==> config.mk <==
export PLATFORM = sky130hd
export DESIGN_NAME = audio_seq_ctrl_flat
export DESIGN_NICKNAME = d
export VERILOG_FILES = /design/src/rtl/audio_seq_ctrl_if.sv /design/src/rtl/audio_seq_ctrl.sv /design/src/flat_wrapper.sv
export SDC_FILE = /design/constraint.sdc
export NUM_CORES = 1
export LEC_CHECK = 0
export BUFFER_PORTS_ARGS = -buffer_cell sky130_fd_sc_hd__buf_2
export CORE_ASPECT_RATIO = 0.5
export CORE_MARGIN = 1
export CORE_UTILIZATION = 53
export CTS_CLUSTER_DIAMETER = 50
export DETAILED_ROUTE_END_ITERATION = 12
export PLACE_DENSITY = 0.84
export SYNTH_ARGS = -nofsm -noshare
export SYNTH_HDL_FRONTEND = slang
export SYNTH_SLANG_ARGS = --single-unit
export TNS_END_PERCENT = 1
==> constraint.sdc <==
create_clock -name sysclk -period 2.6 [get_ports sysclk]
set_input_delay 0.13 -clock sysclk [delete_from_list [all_inputs] [get_ports sysclk]]
set_output_delay 0.13 -clock sysclk [all_outputs]
set_load 0.1 [all_outputs]
==> src/rtl/audio_seq_ctrl_if.sv <==
// Signal bundle between the audio sequencer and its ADC, processor and DAC neighbours.
interface audio_seq_ctrl_if;
   logic       enable;
   logic       clr_status;
   logic       adc_valid;
   logic [9:0] adc_data;
   logic [9:0] proc_data;
   logic       adc_start;
   logic       adc_channel;
   logic [9:0] proc_in;
   logic       proc_valid;
   logic [9:0] dac_data;
   logic       dac_start;
   logic [9:0] aux_sample;
   logic       busy;
   logic       err_timeout;
   logic [7:0] overrun_cnt;

   modport slave (
      input  enable, clr_status, adc_valid, adc_data, proc_data,
      output adc_start, adc_channel, proc_in, proc_valid, dac_data, dac_start,
             aux_sample, busy, err_timeout, overrun_cnt
   );

   modport master (
      output enable, clr_status, adc_valid, adc_data, proc_data,
      input  adc_start, adc_channel, proc_in, proc_valid, dac_data, dac_start,
             aux_sample, busy, err_timeout, overrun_cnt
   );
endinterface

==> src/rtl/audio_seq_ctrl.sv <==
// Sample-rate scheduler for ADC -> processor -> DAC, with overrun and ADC-timeout status.
// Define SEQ_DUAL_CH_EN to alternate main/aux ADC channels on successive ticks.
module audio_seq_ctrl #(
   parameter logic [15:0] DIV      = 16'd4999,
   parameter int unsigned PROC_LAT = 2,
   parameter logic [11:0] TIMEOUT  = 12'd2047
) (
   input  logic             sysclk,
   input  logic             reset,
   audio_seq_ctrl_if.slave  bus
);
   typedef enum logic [2:0] {S_IDLE, S_START, S_WAIT_ADC, S_PROC, S_DONE} state_t;

   localparam logic [11:0] PROC_LAST = 12'(PROC_LAT - 1);

   state_t      state_q, state_d;
   logic [15:0] tick_cnt_q, tick_cnt_d;
   logic [11:0] wait_q, wait_d;
   logic        valid_prev_q;
   logic        adc_start_q, adc_start_d;
   logic        proc_valid_q, proc_valid_d;
   logic        dac_start_q, dac_start_d;
   logic        busy_q, busy_d;
   logic        err_q, err_d;
   logic [7:0]  ovr_q, ovr_d;
   logic [9:0]  proc_in_q, proc_in_d;
   logic [9:0]  dac_q, dac_d;
   logic        tick, adc_edge, overrun, timeout, cur_main;

`ifdef SEQ_DUAL_CH_EN
   logic        chan_q, chan_d;
   logic        next_chan_q, next_chan_d;
   logic [9:0]  aux_q, aux_d;

   assign cur_main        = chan_q;
   assign bus.adc_channel = chan_q;
   assign bus.aux_sample  = aux_q;
`else
   assign cur_main        = 1'b1;
   assign bus.adc_channel = 1'b1;
   assign bus.aux_sample  = '0;
`endif

   assign tick     = bus.enable && (tick_cnt_q == DIV);
   assign adc_edge = bus.adc_valid && !valid_prev_q;
   assign overrun  = tick && (state_q != S_IDLE);

   always_comb begin
      state_d    = state_q;
      wait_d     = wait_q;
      proc_in_d  = proc_in_q;
      dac_d      = dac_q;
      timeout    = 1'b0;
      tick_cnt_d = (!bus.enable || tick_cnt_q == DIV) ? 16'd0 : tick_cnt_q + 16'd1;
`ifdef SEQ_DUAL_CH_EN
      chan_d      = chan_q;
      next_chan_d = next_chan_q;
      aux_d       = aux_q;
`endif

      case (state_q)
         S_IDLE: begin
            if (tick) begin
               state_d = S_START;
`ifdef SEQ_DUAL_CH_EN
               chan_d      = next_chan_q;
               next_chan_d = ~next_chan_q;
`endif
            end
         end
         S_START: begin
            wait_d  = '0;
            state_d = S_WAIT_ADC;
         end
         S_WAIT_ADC: begin
            // A valid edge on the abort cycle still wins over the timeout.
            if (adc_edge && cur_main) begin
               proc_in_d = bus.adc_data;
               wait_d    = '0;
               state_d   = S_PROC;
            end else if (adc_edge) begin
`ifdef SEQ_DUAL_CH_EN
               aux_d = bus.adc_data;
`endif
               state_d = S_IDLE;
            end else if (wait_q == TIMEOUT) begin
               timeout = 1'b1;
               state_d = S_IDLE;
            end else begin
               wait_d = wait_q + 12'd1;
            end
         end
         S_PROC: begin
            if (wait_q == PROC_LAST) begin
               dac_d   = bus.proc_data;
               state_d = S_DONE;
            end else begin
               wait_d = wait_q + 12'd1;
            end
         end
         S_DONE:  state_d = S_IDLE;
         default: state_d = S_IDLE;
      endcase

      // A same-cycle event beats clr_status.
      if (overrun) begin
         ovr_d = bus.clr_status ? 8'd1 : ((ovr_q == 8'hFF) ? ovr_q : ovr_q + 8'd1);
      end else if (bus.clr_status) begin
         ovr_d = 8'd0;
      end else begin
         ovr_d = ovr_q;
      end
      err_d = timeout ? 1'b1 : (bus.clr_status ? 1'b0 : err_q);

      adc_start_d  = (state_d == S_START);
      proc_valid_d = (state_q == S_WAIT_ADC) && (state_d == S_PROC);
      dac_start_d  = (state_d == S_DONE);
      busy_d       = (state_d != S_IDLE);
   end

   always_ff @(posedge sysclk) begin
      if (reset) begin
         state_q      <= S_IDLE;
         tick_cnt_q   <= '0;
         wait_q       <= '0;
         valid_prev_q <= 1'b1;
         adc_start_q  <= 1'b0;
         proc_valid_q <= 1'b0;
         dac_start_q  <= 1'b0;
         busy_q       <= 1'b0;
         err_q        <= 1'b0;
         ovr_q        <= '0;
         proc_in_q    <= '0;
         dac_q        <= '0;
`ifdef SEQ_DUAL_CH_EN
         chan_q       <= 1'b1;
         next_chan_q  <= 1'b1;
         aux_q        <= '0;
`endif
      end else begin
         state_q      <= state_d;
         tick_cnt_q   <= tick_cnt_d;
         wait_q       <= wait_d;
         valid_prev_q <= bus.adc_valid;
         adc_start_q  <= adc_start_d;
         proc_valid_q <= proc_valid_d;
         dac_start_q  <= dac_start_d;
         busy_q       <= busy_d;
         err_q        <= err_d;
         ovr_q        <= ovr_d;
         proc_in_q    <= proc_in_d;
         dac_q        <= dac_d;
`ifdef SEQ_DUAL_CH_EN
         chan_q       <= chan_d;
         next_chan_q  <= next_chan_d;
         aux_q        <= aux_d;
`endif
      end
   end

   assign bus.adc_start   = adc_start_q;
   assign bus.proc_valid  = proc_valid_q;
   assign bus.dac_start   = dac_start_q;
   assign bus.busy        = busy_q;
   assign bus.err_timeout = err_q;
   assign bus.overrun_cnt = ovr_q;
   assign bus.proc_in     = proc_in_q;
   assign bus.dac_data    = dac_q;
endmodule

==> src/flat_wrapper.sv <==
// flat-port wrapper written by rule: the top's interface ports become plain ports
module audio_seq_ctrl_flat 
#(
   parameter logic [15:0] DIV      = 16'd4999,
   parameter int unsigned PROC_LAT = 2,
   parameter logic [11:0] TIMEOUT  = 12'd2047
)
  (sysclk, reset, bus_enable, bus_clr_status, bus_adc_valid, bus_adc_data, bus_proc_data, bus_adc_start, bus_adc_channel, bus_proc_in, bus_proc_valid, bus_dac_data, bus_dac_start, bus_aux_sample, bus_busy, bus_err_timeout, bus_overrun_cnt);
  audio_seq_ctrl_if bus_i ();
  input  logic sysclk;
  input  logic reset;
  input wire logic [$bits(bus_i.enable)-1:0] bus_enable;
  input wire logic [$bits(bus_i.clr_status)-1:0] bus_clr_status;
  input wire logic [$bits(bus_i.adc_valid)-1:0] bus_adc_valid;
  input wire logic [$bits(bus_i.adc_data)-1:0] bus_adc_data;
  input wire logic [$bits(bus_i.proc_data)-1:0] bus_proc_data;
  output wire logic [$bits(bus_i.adc_start)-1:0] bus_adc_start;
  output wire logic [$bits(bus_i.adc_channel)-1:0] bus_adc_channel;
  output wire logic [$bits(bus_i.proc_in)-1:0] bus_proc_in;
  output wire logic [$bits(bus_i.proc_valid)-1:0] bus_proc_valid;
  output wire logic [$bits(bus_i.dac_data)-1:0] bus_dac_data;
  output wire logic [$bits(bus_i.dac_start)-1:0] bus_dac_start;
  output wire logic [$bits(bus_i.aux_sample)-1:0] bus_aux_sample;
  output wire logic [$bits(bus_i.busy)-1:0] bus_busy;
  output wire logic [$bits(bus_i.err_timeout)-1:0] bus_err_timeout;
  output wire logic [$bits(bus_i.overrun_cnt)-1:0] bus_overrun_cnt;
  assign bus_i.enable = bus_enable;
  assign bus_i.clr_status = bus_clr_status;
  assign bus_i.adc_valid = bus_adc_valid;
  assign bus_i.adc_data = bus_adc_data;
  assign bus_i.proc_data = bus_proc_data;
  assign bus_adc_start = bus_i.adc_start;
  assign bus_adc_channel = bus_i.adc_channel;
  assign bus_proc_in = bus_i.proc_in;
  assign bus_proc_valid = bus_i.proc_valid;
  assign bus_dac_data = bus_i.dac_data;
  assign bus_dac_start = bus_i.dac_start;
  assign bus_aux_sample = bus_i.aux_sample;
  assign bus_busy = bus_i.busy;
  assign bus_err_timeout = bus_i.err_timeout;
  assign bus_overrun_cnt = bus_i.overrun_cnt;
  audio_seq_ctrl #(.DIV(DIV), .PROC_LAT(PROC_LAT), .TIMEOUT(TIMEOUT)) u_core (.sysclk(sysclk), .reset(reset), .bus(bus_i));
endmodule
==> results of run 1 <==
-- worst min-delay path: stages --
cell and delay (ps):
buf_2 90, nand2_1 40, a21oi_1 50
-- synthesized netlist by cell type, types with 6 or more instances --
library cell  instances  share of area [%]
mux2i_1              13                4.4
buf_4                11                2.8
a21oi_1              23                3.9
nand4_1               7                1.5
o21a_1                6                1.5
inv_1                 7               0.89
dfxtp_1              65                 44
and3_1                6                1.3
xor2_1                6                1.8
xnor2_1              12                3.5
nand2_1              40                5.1
nor3_1               10                1.7
nor2_1               43                5.4
nand3_1              14                2.4
-- final timing paths --
kind	startpoint	cells after the start	to	slack [ps]
worst max-delay path	u_core.tick_cnt_q[0]$_SDFF_PP0_	6	u_core.bus.overrun_cnt[7]$_SDFFE_PP0P_	440
worst max register to register	u_core.tick_cnt_q[0]$_SDFF_PP0_	6	u_core.bus.overrun_cnt[7]$_SDFFE_PP0P_	440
worst min register to register	u_core.bus.proc_in[5]$_SDFFE_PP0P_	2	u_core.bus.proc_in[5]$_SDFFE_PP0P_	450
worst min-delay path	bus_adc_data[9]	3	u_core.bus.proc_in[9]$_SDFFE_PP0P_	20
-- registers in the layout (all words and copies together), names as in the netlist --
name,flops
u_core.bus.dac_data,10
u_core.tick_cnt_q,16
u_core.state_q,3
u_core.bus.proc_in,10
u_core.bus.dac_start,1
u_core.bus.busy,1
u_core.valid_prev_q,1
u_core.bus.adc_start,1
u_core.bus.overrun_cnt,8
u_core.bus.proc_valid,1
u_core.wait_q,12
u_core.bus.err_timeout,1
-- cell families (layout without fill, tap and decap cells) --
| logic type | Yosys count | after routing | synth area share (%) |
|---|---|---|---|
| DFF | 65 | 65 | 43.9 |
| adders and majority gates | 4 | 4 | 1.69 |
| muxes | 13 | 13 | 4.39 |
| AOI/OAI and AO/OA | 46 | 46 | 9.58 |
| xor gates and xnor gates | 18 | 18 | 5.32 |
| buffers and inverters | 28 | 83 | 5.28 |
| other | 2 | 11 | 0.253 |
| and+or+nand+nor | 165 | 165 | 29.6 |
-- layout by cell type, fill, tap and decap left out, types with 7 or more instances in the layout --
| master | netlist | layout |
|---|---|---|
| nand2_1 | 40 | 40 |
| dfxtp_1 | 65 | 65 |
| mux2i_1 | 13 | 13 |
| conb_1 | 2 | 11 |
| nand3_1 | 14 | 14 |
| nor3_1 | 10 | 9 |
| a21oi_1 | 23 | 23 |
| nand4_1 | 7 | 7 |
| inv_1 | 7 | 7 |
| xnor2_1 | 12 | 12 |
| nor2_1 | 43 | 43 |
| clkbuf_8 | 0 | 10 |
| buf_2 | 2 | 57 |
-- cell type report --
cell class	instances	area, um2	area share [%]
tap	70	87.6	2.53
sequential	65	1300	37.5
multi-input combinational	257	1550	44.6
clock buffer	11	141	4.08
inverter	7	26.3	0.758
timing repair buffer	60	310	8.95
clock inverter	5	55.1	1.59
-- layer usage --
metal,track usage [%],vias up
met2,42.0,78
met1,26.7,1221
met4,9.82,0
met3,7.74,7
met5,0,-
li1,-,1288
-- power groups by stage --
stage          logic [mW]  registers, mW  clock network [mW]
2_1_floorplan       0.104           1.02                   0
3_3_place_gp        0.113           1.02                   0
3_5_place_dp        0.115           1.02                   0
4_1_cts             0.117          0.999               0.857
5_1_grt             0.122          0.999               0.905
6_report            0.117          0.999               0.846
==> results.yml, run 1 <==
status:
  outcome: "finished, final reports clean"
route:
  viasPerCell: 5.46
  ant_nets: 0
  wl_met1_mm: 2.81
  routed.top_layer: "met4"
  dr_wl_met3_um: 320
  wl_per_cell_um: 13.5
  drc: 0
  first_iter_violations: 166
  first_pass_iters: 4
  dr_wl_met2_mm: 3.19
  via_count: 2594
  drt_wl_total_mm: 6.41
power_and_ir_drop:
  switchingPower_mw: 0.480
  p_leak_nw: 1.37
  power_frac_comb_pct: 6.0
  seqPwrFrac_pct: 50.9
  clock_power_share_pct: 43.1
  switching_share_pct: 24.5
  irDropWorstVdd_mv: 0.384
  intPower_mw: 1.48
  power_density_nw_per_um2: 566
  total_power_mw: 1.96
floorplan:
  io_pins: 69
  die_w_um: 108
  die_area_um2: 5910
  coreArea_um2: 5160
  die-height_um: 54.9
  row_count: 18
  start_util_pct: 57.5
worst_setup_path:
  cp-start-kind: "flop"
  path_max_fanout: 5
  slowest_stage: "nor4_2"
  cp_num_buf_inv: 0
  critPathKind: "reg -> reg"
  arrival_ps: 2400
  cp_top_family: "simple AND/OR/NAND/NOR gates"
  path_cells: "ha_1 > nor4bb_1 > nand4_1 > nor4_2 > a21oi_1 > a31o_2"
  critPathRequiredTime_ps: 2840
  worstSetupEndpointType: "flop"
  cpPeakStageDelay_ps: 570
timing:
  finClkSkew_ps: 7.88
  finalSetupViolations: 0
  tns_ps: 0
  max_freq_mhz: 463
  finalHoldViolCount: 0
  tightest_slew_ps: 740
  fin_ws_ps: 442
  hold_ws_ps: 18.5
  fin_crit_ps: 2160
  rsz0062_at_grt: "no"
  timing.final.crit_share_pct: 83.0
  max_slew_margin_pct: 50.3
  final_max_slew_viol_count: 0
final_layout:
  stdcell_area_um2: 3470
  final_util_pct: 67.2
  antenna_cells: 0
  final_nets: 429
  layout-drive-gt1-share_pct: 21.2
  n_fill_cell: 400
  area_growth_pct: 17.0
  layoutNonFillerInstCount: 475
yosys:
  synth_cells: 341
  synth.avg_cell_area_um2: 8.69
  synth_area_um2: 2960
  synth_edf_count: 0
  yosysUniqueCellTypes: 49
  synth-seq-cells: 65
  ys_seq_area_share_pct: 43.9
  ys_warn_count: 0
  synthFlopType: "dfxtp_1"
  ys_async_sr_fraction_pct: 0
job:
  max_cap_viol_count: 0
place:
  dp_hpwl_mm: 4.63
  globalplace.congestion: 0.865
  placed_area_um2: 3260
  dpl.cell_count: 458
  io_buffers: 57
  place_ws_ps: 477
clocking:
  clkTransAtPathRegs_ps: 70
  numCtsBuffers: 9
  cts-resized-gates: 0
  postCtsSetupBuffers: 0
  clkLatencyLatePin_ps: 340
  root_buffer: "clkbuf_8"
  htree_levels: 3
  cts_tree: "yes"
  cts_sinks: 65
  clockBufferDepth: 2
  cts-hold-fix-buffers: 1
global_route:
  first_global_vias: 2303
  antenna_found_initial: 0
  grt.overflow.total: 0
  grt_pass1_wl_mm: 10.3
  grt_max_degree: 32
  track_usage_pct: 23.5
min_path:
  hold_class: "in -> reg"
No activity file was read; power rests on OpenSTA's default activity.
==> run 2: changes to the inputs <==
- ABC_AREA: default -> 1
- CORE_UTILIZATION: 53 -> 54
- clock period: 2.6 -> 2.1 ns (I/O delays scaled with it)
==> results.yml, run 2 <==
status:
  outcome: "complete, but fails checks"
  violations: "design-rule violations"
floorplan:
  coreArea_um2: 5610
  io_pins: 69
  start_util_pct: 57.5
  die-height_um: 56.6
  die_area_um2: 6300
  die_w_um: 111
  row_count: 19
route:
  first_iter_violations: 180
  wl_per_cell_um: 11.9
  first_pass_iters: 10
  drc: 3
  via_count: 3172
  viasPerCell: 5.23
  ant_nets: 0
  drt_wl_total_mm: 7.22
global_route:
  grt_max_degree: 25
  grt.overflow.total: 0
  first_global_vias: 2980
  grt_pass1_wl_mm: 12.4
  track_usage_pct: 24.9
  antenna_found_initial: 0
clocking:
  clkLatencyLatePin_ps: 330
  clockBufferDepth: 2
  htree_levels: 3
  postCtsSetupBuffers: 0
  root_buffer: "clkbuf_16"
  cts_sinks: 65
  cts_tree: "yes"
  numCtsBuffers: 9
  clkTransAtPathRegs_ps: 50
timing:
  timing.final.crit_share_pct: 87.7
  finalHoldViolCount: 0
  fin_crit_ps: 1840
  finClkSkew_ps: 9.26
  rsz0062_at_grt: "no"
  finalSetupViolations: 0
  tns_ps: 0
  final_max_slew_viol_count: 0
  max_freq_mhz: 543
power_and_ir_drop:
  irDropWorstVdd_mv: 0.415
  power_density_nw_per_um2: 697
  p_leak_nw: 1.63
yosys:
  synth-seq-cells: 65
  yosysTopAreaCellShare_pct: 40.4
  synth_cells: 461
  synth_area_um2: 3220
  synthTopCellsByArea: "dfxtp_1, nand2_1, nor2_1, a21oi_1, inv_1"
  synth_edf_count: 0
  yosysUniqueCellTypes: 34
  ys_async_sr_fraction_pct: 0
  ys_warn_count: 0
  synth_commonest_cells: "nand2_1, nor2_1, dfxtp_1"
  synth_most_common_cell: "nand2_1"
  synthFlopType: "dfxtp_1"
  ys_seq_area_share_pct: 40.4
  synth.avg_cell_area_um2: 6.99
  synth_area_leader_cell: "dfxtp_1"
final_layout:
  largest_reg_flops: 16
  reg_top3: "u_core.tick_cnt_q (16), u_core.wait_q (12)"
  antenna_cells: 0
  n_fill_cell: 479
  layout-drive-gt1-share_pct: 19.9
  stdcell_area_um2: 3870
  final_common_cell: "nand2_1"
  regMostFlops: "u_core.tick_cnt_q"
  final_nets: 559
  mostFrequentLayoutCells: "nand2_1, nor2_1, dfxtp_1"
  area_growth_pct: 20.1
worst_setup_path:
  r2r_slack_ps: 260
  cp-start-kind: "flop"
  arrival_ps: 2100
  worstSetupEndpointType: "flop"
  path_max_fanout: 13
  critPathKind: "reg -> reg"
  critPathRequiredTime_ps: 2360
place:
  placed_area_um2: 3550
  globalplace.congestion: 0.917
  dp_hpwl_mm: 5.08
  io_buffers: 57
job:
  max_cap_viol_count: 0
min_path:
  hold_class: "in -> reg"
==> run 2: cell types whose count changed after synthesis, moves of 9 or more <==
cell / delta
nor2_1: +35
xnor2_1: -12
mux2i_1: -13
inv_1: +37
nand2_1: +54
a21oi_1: +17
nand3_1: +17
o21ai_0: +9
==> run 2: critical path, cell delays in order (launching register included) <==
cell     delay [ps]
dfxtp_1         460
ha_1            310
nand3_2         150
nor3_4          180
nand3_2         140
nand3_4         180
nor2_1           70
nor2_1          120
nand2_1          60
nor2_1           90
==> run 2: final cells by class <==
class | count | area, um2 | area share, %
clock buffer | 11 | 233 | 6.01
clock inverter | 3 | 20.0 | 0.517
inverter | 49 | 184 | 4.75
multi-input combinational | 335 | 1640 | 42.4
sequential | 65 | 1300 | 33.7
tap | 73 | 91.3 | 2.36
timing repair buffer | 70 | 398 | 10.3
==> run 2: worst paths after layout <==
kind                                                 startpoint                                  to  depth (start not counted)
worst max-delay path              u_core.wait_q[0]$_SDFFE_PP0P_      u_core.wait_q[11]$_SDFFE_PP0P_                          9
worst min-delay path                            bus_adc_data[4]  u_core.bus.proc_in[4]$_SDFFE_PP0P_                          3
worst max register to register    u_core.wait_q[0]$_SDFFE_PP0P_      u_core.wait_q[11]$_SDFFE_PP0P_                          9
worst min register to register  u_core.tick_cnt_q[0]$_SDFF_PP0_     u_core.tick_cnt_q[0]$_SDFF_PP0_                          1
==> run 2: kinds of logic (layout without fill, tap and decap cells) <==
kind of cell / count (synthesis) / count (layout) / share of synthesized area, %
XOR/XNOR: 2 / 2 / 0.543
adder cells (fa/ha/maj): 4 / 4 / 1.55
AO/OA/AOI/OAI: 67 / 67 / 11.4
AND/OR/NAND/NOR: 251 / 251 / 35.9
flip-flops: 65 / 65 / 40.4
buffers and inverters: 70 / 133 / 10.0
other: 2 / 11 / 0.233
==> run 2: stage by stage <==
stage	total power [mW]	setup slack (ps)	hold WS [ps]	util [%]	cells
6_report	2.70	258	9.35	69.0	606
5_1_grt	2.78	53.1	25.6	69.0	606
3_5_place_dp	1.41	211	299	63.3	586
4_1_cts	2.71	187	6.68	68.9	606
2_1_floorplan	1.40	143	201	-	470
3_3_place_gp	1.41	276	290	63.3	586
==> run 2: what timing repair did <==
action,4_1_cts,5_1_grt
hold endpoints to repair,6,0
hold buffers,6,0
resized for setup,0,1
setup endpoints to repair,0,2
==> run 2: layer usage <==
layer  up-vias  global-route usage [%]  part of all wire, %
li1       1611                       -                    -
met1      1456                    28.3                   45
met2        82                    43.4                   48
met3        23                    8.21                  4.9
met4         0                    10.8                  2.8
met5         -                       0                    0
==> run 2: where the power goes <==
part / internal (mW) / leakage, nW / switching [mW]
clock network: 0.782 / 0.117 / 0.519
registers: 1.24 / 0.525 / 0.00186
logic: 0.0327 / 0.989 / 0.126
==> run 3: changes to the inputs <==
- CORE_UTILIZATION: 54 -> 50
- PLACE_DENSITY: 0.84 -> 0.79
==> results.yml, run 3 (synthesized netlist as in run 2, its figures left out) <==
final_layout:
  regMostFlops: "u_core.tick_cnt_q"
  n_fill_cell: 537
  antenna_cells: 0
  reg_top3: "u_core.tick_cnt_q (16), u_core.wait_q (12)"
  final_nets: 558
  mostFrequentLayoutCells: "nand2_1, nor2_1, dfxtp_1"
  final_common_cell: "nand2_1"
  largest_reg_flops: 16
  stdcell_area_um2: 3940
  area_growth_pct: 22.2
  layout-drive-gt1-share_pct: 19.7
  final_util_pct: 64.0
clocking:
  root_buffer: "clkbuf_16"
  htree_levels: 3
  clockBufferDepth: 2
  clkTransAtPathRegs_ps: 50
  cts_tree: "yes"
  postCtsSetupBuffers: 0
  clkLatencyLatePin_ps: 330
  cts_sinks: 65
  numCtsBuffers: 9
power_and_ir_drop:
  p_leak_nw: 1.65
  total_power_mw: 2.90
  power_density_nw_per_um2: 737
  irDropWorstVdd_mv: 0.445
job:
  max_cap_viol_count: 0
route:
  via_count: 3100
  drc: 0
  wl_per_cell_um: 11.6
  drt_wl_total_mm: 7.17
  ant_nets: 0
  viasPerCell: 5.00
  first_pass_iters: 4
  first_iter_violations: 176
worst_setup_path:
  cp_top_family: "simple AND/OR/NAND/NOR gates"
  critPathRequiredTime_ps: 2340
  timing.rr.start: "u_core.wait_q[0]$_SDFFE_PP0P_"
  r2r_slack_ps: 200
  cp_num_buf_inv: 0
  crit_top_cell: "nand3_2"
  arrival_ps: 2140
  path_max_fanout: 13
  cpPeakStageDelay_ps: 460
  slowest_stage: "dfxtp_1"
  path_cells: "ha_1 > nand3_2 > nor3_4 > nand3_2 > nand3_4 > o21ai_2 > a21oi_1"
  critPathKind: "reg -> reg"
  timing.rr.end: "u_core.wait_q[2]$_SDFFE_PP0P_"
  worstSetupEndpointType: "flop"
  cp-start-kind: "flop"
  ff2ff_path_depth: 7
global_route:
  grt.overflow.total: 0
  antenna_found_initial: 0
  grt_max_degree: 25
  grt_pass1_wl_mm: 12.1
  first_global_vias: 2844
  track_usage_pct: 23.3
place:
  io_buffers: 57
  globalplace.congestion: 0.873
  placed_area_um2: 3550
  dp_hpwl_mm: 4.99
floorplan:
  die_area_um2: 6790
  coreArea_um2: 6160
  die_w_um: 116
  row_count: 20
  die-height_um: 58.8
  io_pins: 69
  start_util_pct: 52.4
timing:
  max_freq_mhz: 527
  tns_ps: 0
  fin_crit_ps: 1900
  timing.final.crit_share_pct: 90.3
  finalSetupViolations: 0
  finalHoldViolCount: 0
  final_max_slew_viol_count: 0
  finClkSkew_ps: 4.99
  rsz0062_at_grt: "no"
min_path:
  hold_depth: 3
  hold_end: "u_core.bus.proc_in[2]$_SDFFE_PP0P_"
  hold_class: "in -> reg"
  min-delay-start: "bus_adc_data[2]"
status:
  outcome: "finished, final reports clean"
-- run 3: cell count changes in the layout (fill, tap and decap cells not counted), sizes merged --
cell | before | now
clkinv | 2 | 1
bufinv | 0 | 1
clkbuf | 11 | 12
buf | 64 | 61
clkinvlp | 2 | 1
dlygate4sd3 | 6 | 8
-- run 3: repair_timing --
item	4_1_cts	5_1_grt
hold buffers	8	0
resized for setup	0	1
endpoints found under the setup margin	0	2
hold endpoints to repair	8	0
-- run 3: layout make-up --
class / instances / area [um2] / area share, %
clock buffer: 12 / 267 / 6.77
clock inverter: 2 / 37.5 / 0.953
inverter: 49 / 184 / 4.67
multi-input combinational: 335 / 1640 / 41.7
sequential: 65 / 1300 / 33.1
tap: 88 / 110 / 2.80
timing repair buffer: 69 / 395 / 10.0
-- run 3: power by group --
| part | internal [mW] | leakage (nW) | switching, mW | total [mW] |
|---|---|---|---|---|
| clock | 1.00 | 0.147 | 0.500 | 1.50 |
| combinational | 0.0353 | 0.981 | 0.128 | 0.163 |
| sequential | 1.24 | 0.525 | 0.00203 | 1.24 |
| total | 2.27 | 1.65 | 0.630 | 2.90 |
-- run 3: how the worst max path moves through the flow --
| stage | from | end | slack (ps) | cells after the start |
|---|---|---|---|---|
| global route | u_core.wait_q[0]$_SDFFE_PP0P_ | u_core.wait_q[2]$_SDFFE_PP0P_ | 40 | 7 |
| detailed placement | u_core.wait_q[0]$_SDFFE_PP0P_ | u_core.wait_q[2]$_SDFFE_PP0P_ | 200 | 7 |
| finish | u_core.wait_q[0]$_SDFFE_PP0P_ | u_core.wait_q[2]$_SDFFE_PP0P_ | 200 | 7 |
| global placement | u_core.wait_q[0]$_SDFFE_PP0P_ | u_core.wait_q[1]$_SDFFE_PP0P_ | 260 | 7 |
| floorplan | u_core.bus.overrun_cnt[2]$_SDFFE_PP0P_ | u_core.bus.overrun_cnt[6]$_SDFFE_PP0P_ | 140 | 8 |
| CTS | u_core.wait_q[0]$_SDFFE_PP0P_ | u_core.wait_q[2]$_SDFFE_PP0P_ | 160 | 7 |
-- run 3: metal layers --
layer	share of wire [%]	GRT usage, %	vias up
li1	-	-	1612
met1	47	27.1	1392
met2	46	38.0	77
met3	4.6	9.58	19
met4	2.3	10.6	0
met5	0	0	-
-- run 3: worst min-delay path, cell delays in order --
cell    delay (ps)
buf_2           80
nor2_1          30
nor2_1          90
-- run 3: per-stage QoR --
stage / setup slack [ps] / hold slack [ps] / std cells
global placement: 265 / 288 / 598
global route: 36.1 / 6.27 / 620
finish: 204 / 3.64 / 620
detailed placement: 200 / 307 / 598
CTS: 162 / 3.93 / 620
floorplan: 143 / 201 / 470
